<file path="config.mk">
export PLATFORM = sky130hd
export DESIGN_NAME = keypad_scanner
export DESIGN_NICKNAME = d
export VERILOG_FILES = /design/src/rtl/keypad_scanner.sv
export SDC_FILE = /design/constraint.sdc
export NUM_CORES = 1
export LEC_CHECK = 0
export CAP_MARGIN = 40
export CORE_MARGIN = 4
export CORE_UTILIZATION = 30
export CTS_CLUSTER_SIZE = 30
export DETAILED_ROUTE_END_ITERATION = 6
export SLEW_MARGIN = 0
export SYNTH_ARGS = -nofsm -noshare
export SYNTH_HDL_FRONTEND = slang
export SYNTH_SLANG_ARGS = --single-unit
</file>
<file path="constraint.sdc">
create_clock -name clkot -period 4 [get_ports clkot]
set_input_delay 1 -clock clkot [delete_from_list [all_inputs] [get_ports clkot]]
set_output_delay 1 -clock clkot [all_outputs]
set_load 0.05 [all_outputs]
</file>
<file path="src/rtl/keypad_scanner.sv">
// 4x4 matrix keypad scanner: walks one active-low column at a time, classifies each
// full scan as none/one/multi key, debounces presses and releases, emits one code per press.
//
// state   | meaning
// IDLE    | no key accepted, waiting for a single-key scan
// CONFIRM | candidate key seen, counting identical consecutive scans
// HELD    | key accepted, counting consecutive empty scans for release
module keypad_scanner #(
    parameter int SCAN_DIV       = 1000,
    parameter int DEBOUNCE_SCANS = 4
) (
    input  logic       clkot,
    input  logic       rst_n,
    input  logic [3:0] row_in,
    output logic [3:0] col_out,
    output logic [3:0] datokey,
    output logic       key_valid,
    output logic       key_held
);

    localparam int DW = (SCAN_DIV > 1) ? $clog2(SCAN_DIV) : 1;
    localparam int BW = $clog2(DEBOUNCE_SCANS + 1);
    localparam logic [DW-1:0] DWELL_LAST = DW'(SCAN_DIV - 1);
    localparam logic [BW:0]   DBC_LAST   = (BW + 1)'(DEBOUNCE_SCANS);

    typedef enum logic [1:0] {
        IDLE    = 2'd0,
        CONFIRM = 2'd1,
        HELD    = 2'd2
    } state_t;

    logic [3:0]    row_meta_q, row_meta_d;
    logic [3:0]    row_sync_q, row_sync_d;
    logic [DW-1:0] dwell_q, dwell_d;
    logic [1:0]    col_idx_q, col_idx_d;
    logic [1:0]    acc_cnt_q, acc_cnt_d;
    logic [3:0]    acc_code_q, acc_code_d;
    state_t        state_q, state_d;
    logic [3:0]    cand_q, cand_d;
    logic [BW-1:0] dbc_q, dbc_d;
    logic [3:0]    col_out_q, col_out_d;
    logic [3:0]    datokey_q, datokey_d;
    logic          key_valid_q, key_valid_d;
    logic          key_held_q, key_held_d;

    logic [3:0] pressed;
    logic [2:0] row_ones;
    logic [2:0] cnt_sum;
    logic [1:0] cnt_sat;
    logic [3:0] row_code;
    logic [3:0] scan_code;
    logic       sample;
    logic       scan_done;
    logic       one_key;
    logic [BW:0] dbc_inc;

    function automatic logic [3:0] key_code(input logic [1:0] r, input logic [1:0] c);
        logic [3:0] code;
        case ({r, c})
            4'h0: code = 4'h1;
            4'h1: code = 4'h2;
            4'h2: code = 4'h3;
            4'h3: code = 4'hA;
            4'h4: code = 4'h4;
            4'h5: code = 4'h5;
            4'h6: code = 4'h6;
            4'h7: code = 4'hB;
            4'h8: code = 4'h7;
            4'h9: code = 4'h8;
            4'hA: code = 4'h9;
            4'hB: code = 4'hC;
            4'hC: code = 4'hE;
            4'hD: code = 4'h0;
            4'hE: code = 4'hF;
            default: code = 4'hD;
        endcase
        return code;
    endfunction

    always_comb begin
        pressed  = ~row_sync_q;
        row_ones = 3'(pressed[0]) + 3'(pressed[1]) + 3'(pressed[2]) + 3'(pressed[3]);
        row_code = 4'h0;
        for (int r = 0; r < 4; r++) begin
            if (pressed[r]) row_code = key_code(2'(r), col_idx_q);
        end
        // Key count saturates at 2: anything beyond one key is simply "multi".
        cnt_sum   = {1'b0, acc_cnt_q} + row_ones;
        cnt_sat   = (cnt_sum >= 3'd2) ? 2'd2 : cnt_sum[1:0];
        scan_code = (acc_cnt_q == 2'd0) ? row_code : acc_code_q;
        sample    = (dwell_q == DWELL_LAST);
        scan_done = sample && (col_idx_q == 2'd3);
        one_key   = scan_done && (cnt_sat == 2'd1);
        dbc_inc   = {1'b0, dbc_q} + (BW + 1)'(1);

        row_meta_d  = row_in;
        row_sync_d  = row_meta_q;
        dwell_d     = dwell_q;
        col_idx_d   = col_idx_q;
        acc_cnt_d   = acc_cnt_q;
        acc_code_d  = acc_code_q;
        state_d     = state_q;
        cand_d      = cand_q;
        dbc_d       = dbc_q;
        datokey_d   = datokey_q;
        key_valid_d = 1'b0;
        key_held_d  = key_held_q;

        if (sample) begin
            dwell_d   = '0;
            col_idx_d = col_idx_q + 2'd1;
            if (col_idx_q == 2'd3) begin
                acc_cnt_d  = 2'd0;
                acc_code_d = 4'h0;
            end else begin
                acc_cnt_d  = cnt_sat;
                acc_code_d = scan_code;
            end
        end else begin
            dwell_d = dwell_q + DW'(1);
        end
        col_out_d = ~(4'b0001 << col_idx_d);

        if (scan_done) begin
            case (state_q)
                IDLE: begin
                    dbc_d = '0;
                    if (one_key) begin
                        cand_d = scan_code;
                        if (DEBOUNCE_SCANS == 1) begin
                            datokey_d   = scan_code;
                            key_valid_d = 1'b1;
                            key_held_d  = 1'b1;
                            state_d     = HELD;
                        end else begin
                            dbc_d   = BW'(1);
                            state_d = CONFIRM;
                        end
                    end
                end
                CONFIRM: begin
                    if (one_key && (scan_code == cand_q)) begin
                        if (dbc_inc >= DBC_LAST) begin
                            datokey_d   = cand_q;
                            key_valid_d = 1'b1;
                            key_held_d  = 1'b1;
                            dbc_d       = '0;
                            state_d     = HELD;
                        end else begin
                            dbc_d = dbc_inc[BW-1:0];
                        end
                    end else if (one_key) begin
                        cand_d = scan_code;
                        dbc_d  = BW'(1);
                    end else begin
                        dbc_d   = '0;
                        state_d = IDLE;
                    end
                end
                HELD: begin
                    // Any key activity, including a different key, restarts the release count.
                    if (cnt_sat == 2'd0) begin
                        if (dbc_inc >= DBC_LAST) begin
                            key_held_d = 1'b0;
                            dbc_d      = '0;
                            state_d    = IDLE;
                        end else begin
                            dbc_d = dbc_inc[BW-1:0];
                        end
                    end else begin
                        dbc_d = '0;
                    end
                end
                default: begin
                    dbc_d   = '0;
                    state_d = IDLE;
                end
            endcase
        end
    end

    always_ff @(posedge clkot or negedge rst_n) begin
        if (!rst_n) begin
            row_meta_q  <= 4'b1111;
            row_sync_q  <= 4'b1111;
            dwell_q     <= '0;
            col_idx_q   <= 2'd0;
            acc_cnt_q   <= 2'd0;
            acc_code_q  <= 4'h0;
            state_q     <= IDLE;
            cand_q      <= 4'h0;
            dbc_q       <= '0;
            col_out_q   <= 4'b1110;
            datokey_q   <= 4'h0;
            key_valid_q <= 1'b0;
            key_held_q  <= 1'b0;
        end else begin
            row_meta_q  <= row_meta_d;
            row_sync_q  <= row_sync_d;
            dwell_q     <= dwell_d;
            col_idx_q   <= col_idx_d;
            acc_cnt_q   <= acc_cnt_d;
            acc_code_q  <= acc_code_d;
            state_q     <= state_d;
            cand_q      <= cand_d;
            dbc_q       <= dbc_d;
            col_out_q   <= col_out_d;
            datokey_q   <= datokey_d;
            key_valid_q <= key_valid_d;
            key_held_q  <= key_held_d;
        end
    end

    assign col_out   = col_out_q;
    assign datokey   = datokey_q;
    assign key_valid = key_valid_q;
    assign key_held  = key_held_q;

endmodule

</file>
==> flow_metrics.tcl <==
set metrics [dict create \
    status "complete, no violations" \
    synthArstFlopShare_pct 100 \
    hold_buffers 0 \
    num_rows 31 \
    drive_gt1_share_pct 16.4 \
    critPathRequiredTime_ns 4.18 \
    antenna_left 0 \
    reg2regPathDepth 11 \
    synth_cells 213 \
    ios 16 \
    finClkSkew_ns 0.00888 \
    fin_area_sq_um 2700 \
    yosysSeqAreaShare_pct 48.9 \
    path_clk_slew_ns 0.08 \
    grt_max_degree 26 \
    globalplace.congestion 0.771 \
    holdPathStages 0 \
    clkPwrFrac_pct 39.9 \
    via_per_inst 4.79 \
    clock_sinks 45 \
    power.density_nw_per_um2 315 \
    critPathSlowestCell "or4b_4" \
    tns_ns 0 \
    syn_avg_cell_area_sq_um 10.9 \
    p_sw_share_pct 21.6 \
    core_area_sq_um 7410 \
    die_area_sq_um 9240 \
    synth_fp_nets 229 \
    syn2layout_area_growth_pct 15.9 \
    r2r_setup_slack_ns 0.34 \
    syn_area_sq_um 2330 \
    rsz0062_at_grt "false" \
    drc 0 \
    ys_ff_latch 45 \
    dp_hpwl_um 3340 \
    hp-start "row_meta_q[3]$_DFF_PN1_" \
    finalCritPeriodShare_pct 91.5 \
    grt_pass1_vias 1636 \
    clk_latency_ns 0.30 \
    worstMarginPinSlew_ns 0.496 \
    synth_common_cells "34 x dfrtp_1, 25 x nand2_1, 18 x nor2_1" \
    die_x_um 96.1 \
    pwr-share-seq_pct 54.8 \
    cpPeakStageDelay_ns 0.53 \
    p_int_w 0.000668 \
    wl_per_cell_um 13.2 \
    cts_buffers 5 \
    fmax_mhz 273 \
    yosysWarnings 0 \
    grt_pass1_wl_um 7920 \
    p_sw_w 0.000184 \
    nets 247 \
    synth_top_area_share_pct 36.5 \
    cp-end-kind "flop" \
    post_cts_resize_count 0 \
    synth_edf_count 0 \
    leakagePower_nw 1.20 \
    hp-class "reg -> reg" \
    arrival_ns 3.84 \
    critPathKind "reg -> reg" \
    dr.pass1.iters 4 \
    die_y_um 96.1 \
    hold_slack_ns 0.359 \
    htree_levels 2 \
    antenna_found_initial 0 \
    min_period_ns 3.66 \
    drv_cap 0 \
    synth_cell_types 57 \
    slew_viol_final 0 \
    grtUsageTotal_pct 11.0 \
    num_vias 1584 \
    cts_tree "yes" \
    comb_power_share_pct 5.3 \
    fillerInstances 720 \
    grt-ovfl-total 0 \
    min_to "row_sync_q[3]$_DFF_PN1_" \
    cp_max_fo 6 \
    clk_path_buf_depth 2 \
    wirelength_um 4370 \
    antennaDiodeCount 0 \
    dpl_cell_area_sq_um 2590 \
    cts_setup_buffers 0 \
    regToRegEndpoint "datokey[1]$_DFFE_PN0P_" \
    post-synth-top-count-cell "dfrtp_1" \
    path_cells "inv_1, fa_1, inv_1, fa_1, fa_1, nor2_1, nand2_1, or4b_4, nor2_1, nand4bb_1, mux2_4" \
    cp_common_cell "fa_1" \
    drtIter0Drc 70 \
    hold_viol_final 0 \
    synth_top_flop_cell "dfrtp_1" \
    synth.largest_area_cell "dfrtp_1" \
    crit_path_start_kind "flop" \
    start_util_pct 31.5 \
    r2r-start "acc_cnt_q[0]$_DFFE_PN0N_" \
    peakVddDrop_mv 0.142 \
    numPortBuffers 15 \
    root_buffer "clkbuf_8" \
    synth.top_cells.by_area "dfrtp_1 37%, dfstp_2 12%, nand2_1 4.0%" \
    setup_viol 0 \
    maxSlewHeadroom_pct 66.8 \
]
-- metrics by stage --
stage	utilization [%]	power, W	worst slack, ns	cells
floorplan	-	0.000499	0.737	213
global placement	34.7	0.000518	0.498	322
detailed placement	35.0	0.000522	0.361	323
CTS	36.5	0.000867	0.333	331
global route	36.5	0.000901	0.112	331
finish	36.5	0.000852	0.342	331
-- area by class of cell --
| cell class | count | area, sq um | share of cell area, % |
|---|---|---|---|
| Clock buffer | 6 | 72.6 | 2.69 |
| Clock inverter | 2 | 38.8 | 1.44 |
| Inverter | 11 | 41.3 | 1.53 |
| Multi-Input combinational cell | 152 | 1120 | 41.5 |
| Sequential cell | 45 | 1140 | 42.2 |
| Tap cell | 99 | 124 | 4.58 |
| Timing Repair Buffer | 16 | 165 | 6.11 |
-- sequential cells by signal, summed over array words and instances, names as in the netlist --
name        flops
dwell_q        10
acc_code_q      4
cand_q          4
col_out         4
datokey         4
row_meta_q      4
row_sync_q      4
dbc_q           3
acc_cnt_q       2
col_idx_q       2
state_q         2
key_held        1
key_valid       1
-- cells in the final DEF, fill, tap and decap left out, types with 5 or more instances in the layout --
| cell | instances |
|---|---|
| nor3_1 | 6 |
| dfrtp_1 | 34 |
| ha_1 | 7 |
| dfstp_2 | 11 |
| clkbuf_8 | 5 |
| nand2_1 | 25 |
| clkdlybuf4s50_1 | 14 |
| and3_1 | 6 |
| nor2_1 | 18 |
| o21ai_0 | 13 |
| inv_1 | 11 |
-- metal layers --
metal  global-route usage (%)  wire [um]
met1                     14.8       2110
met2                     17.4       2060
met3                     2.97        172
met4                     3.20         25
met5                        0          0
-- power by group through the flow --
stage	clock, W	sequential, W	combinational (W)
CTS	0.000354	0.000467	0.0000461
detailed placement	0	0.000476	0.0000460
floorplan	0	0.000474	0.0000248
finish	0.000340	0.000467	0.0000452
global route	0.000381	0.000468	0.0000521
global placement	0	0.000475	0.0000426
-- logic make-up after synthesis --
kind of cell,after synthesis,share of synthesized area [%]
and+or+nand+nor,82,18.9
DFF,45,48.9
adders and majority gates,10,6.33
muxes,8,4.46
buffers and inverters,16,3.01
AOI/OAI and AO/OA,43,14.4
xor gates and xnor gates,9,4.03
-- worst max-delay path, delay by kind of cell (launching register included) --
kind	cells	cell delay, ns
fa+ha+maj	3	1.35
buf+inv	2	0.13
flops	1	0.39
mux	1	0.41
simple gates	5	1.27
-- worst max-delay path by stage --
stage                             startpoint  slack [ns]                     end  cells after the start
finish              acc_cnt_q[0]$_DFFE_PN0N_        0.34  datokey[1]$_DFFE_PN0P_                     11
global route        acc_cnt_q[0]$_DFFE_PN0N_        0.11  datokey[2]$_DFFE_PN0P_                     11
CTS                 acc_cnt_q[0]$_DFFE_PN0N_        0.33  datokey[1]$_DFFE_PN0P_                     11
detailed placement  acc_cnt_q[0]$_DFFE_PN0N_        0.36  datokey[3]$_DFFE_PN0P_                     11
global placement    acc_cnt_q[0]$_DFFE_PN0N_        0.50  datokey[1]$_DFFE_PN0P_                     11
floorplan            row_sync_q[0]$_DFF_PN1_        0.74  datokey[0]$_DFFE_PN0P_                     11
Power figures use the tool's default switching activity.
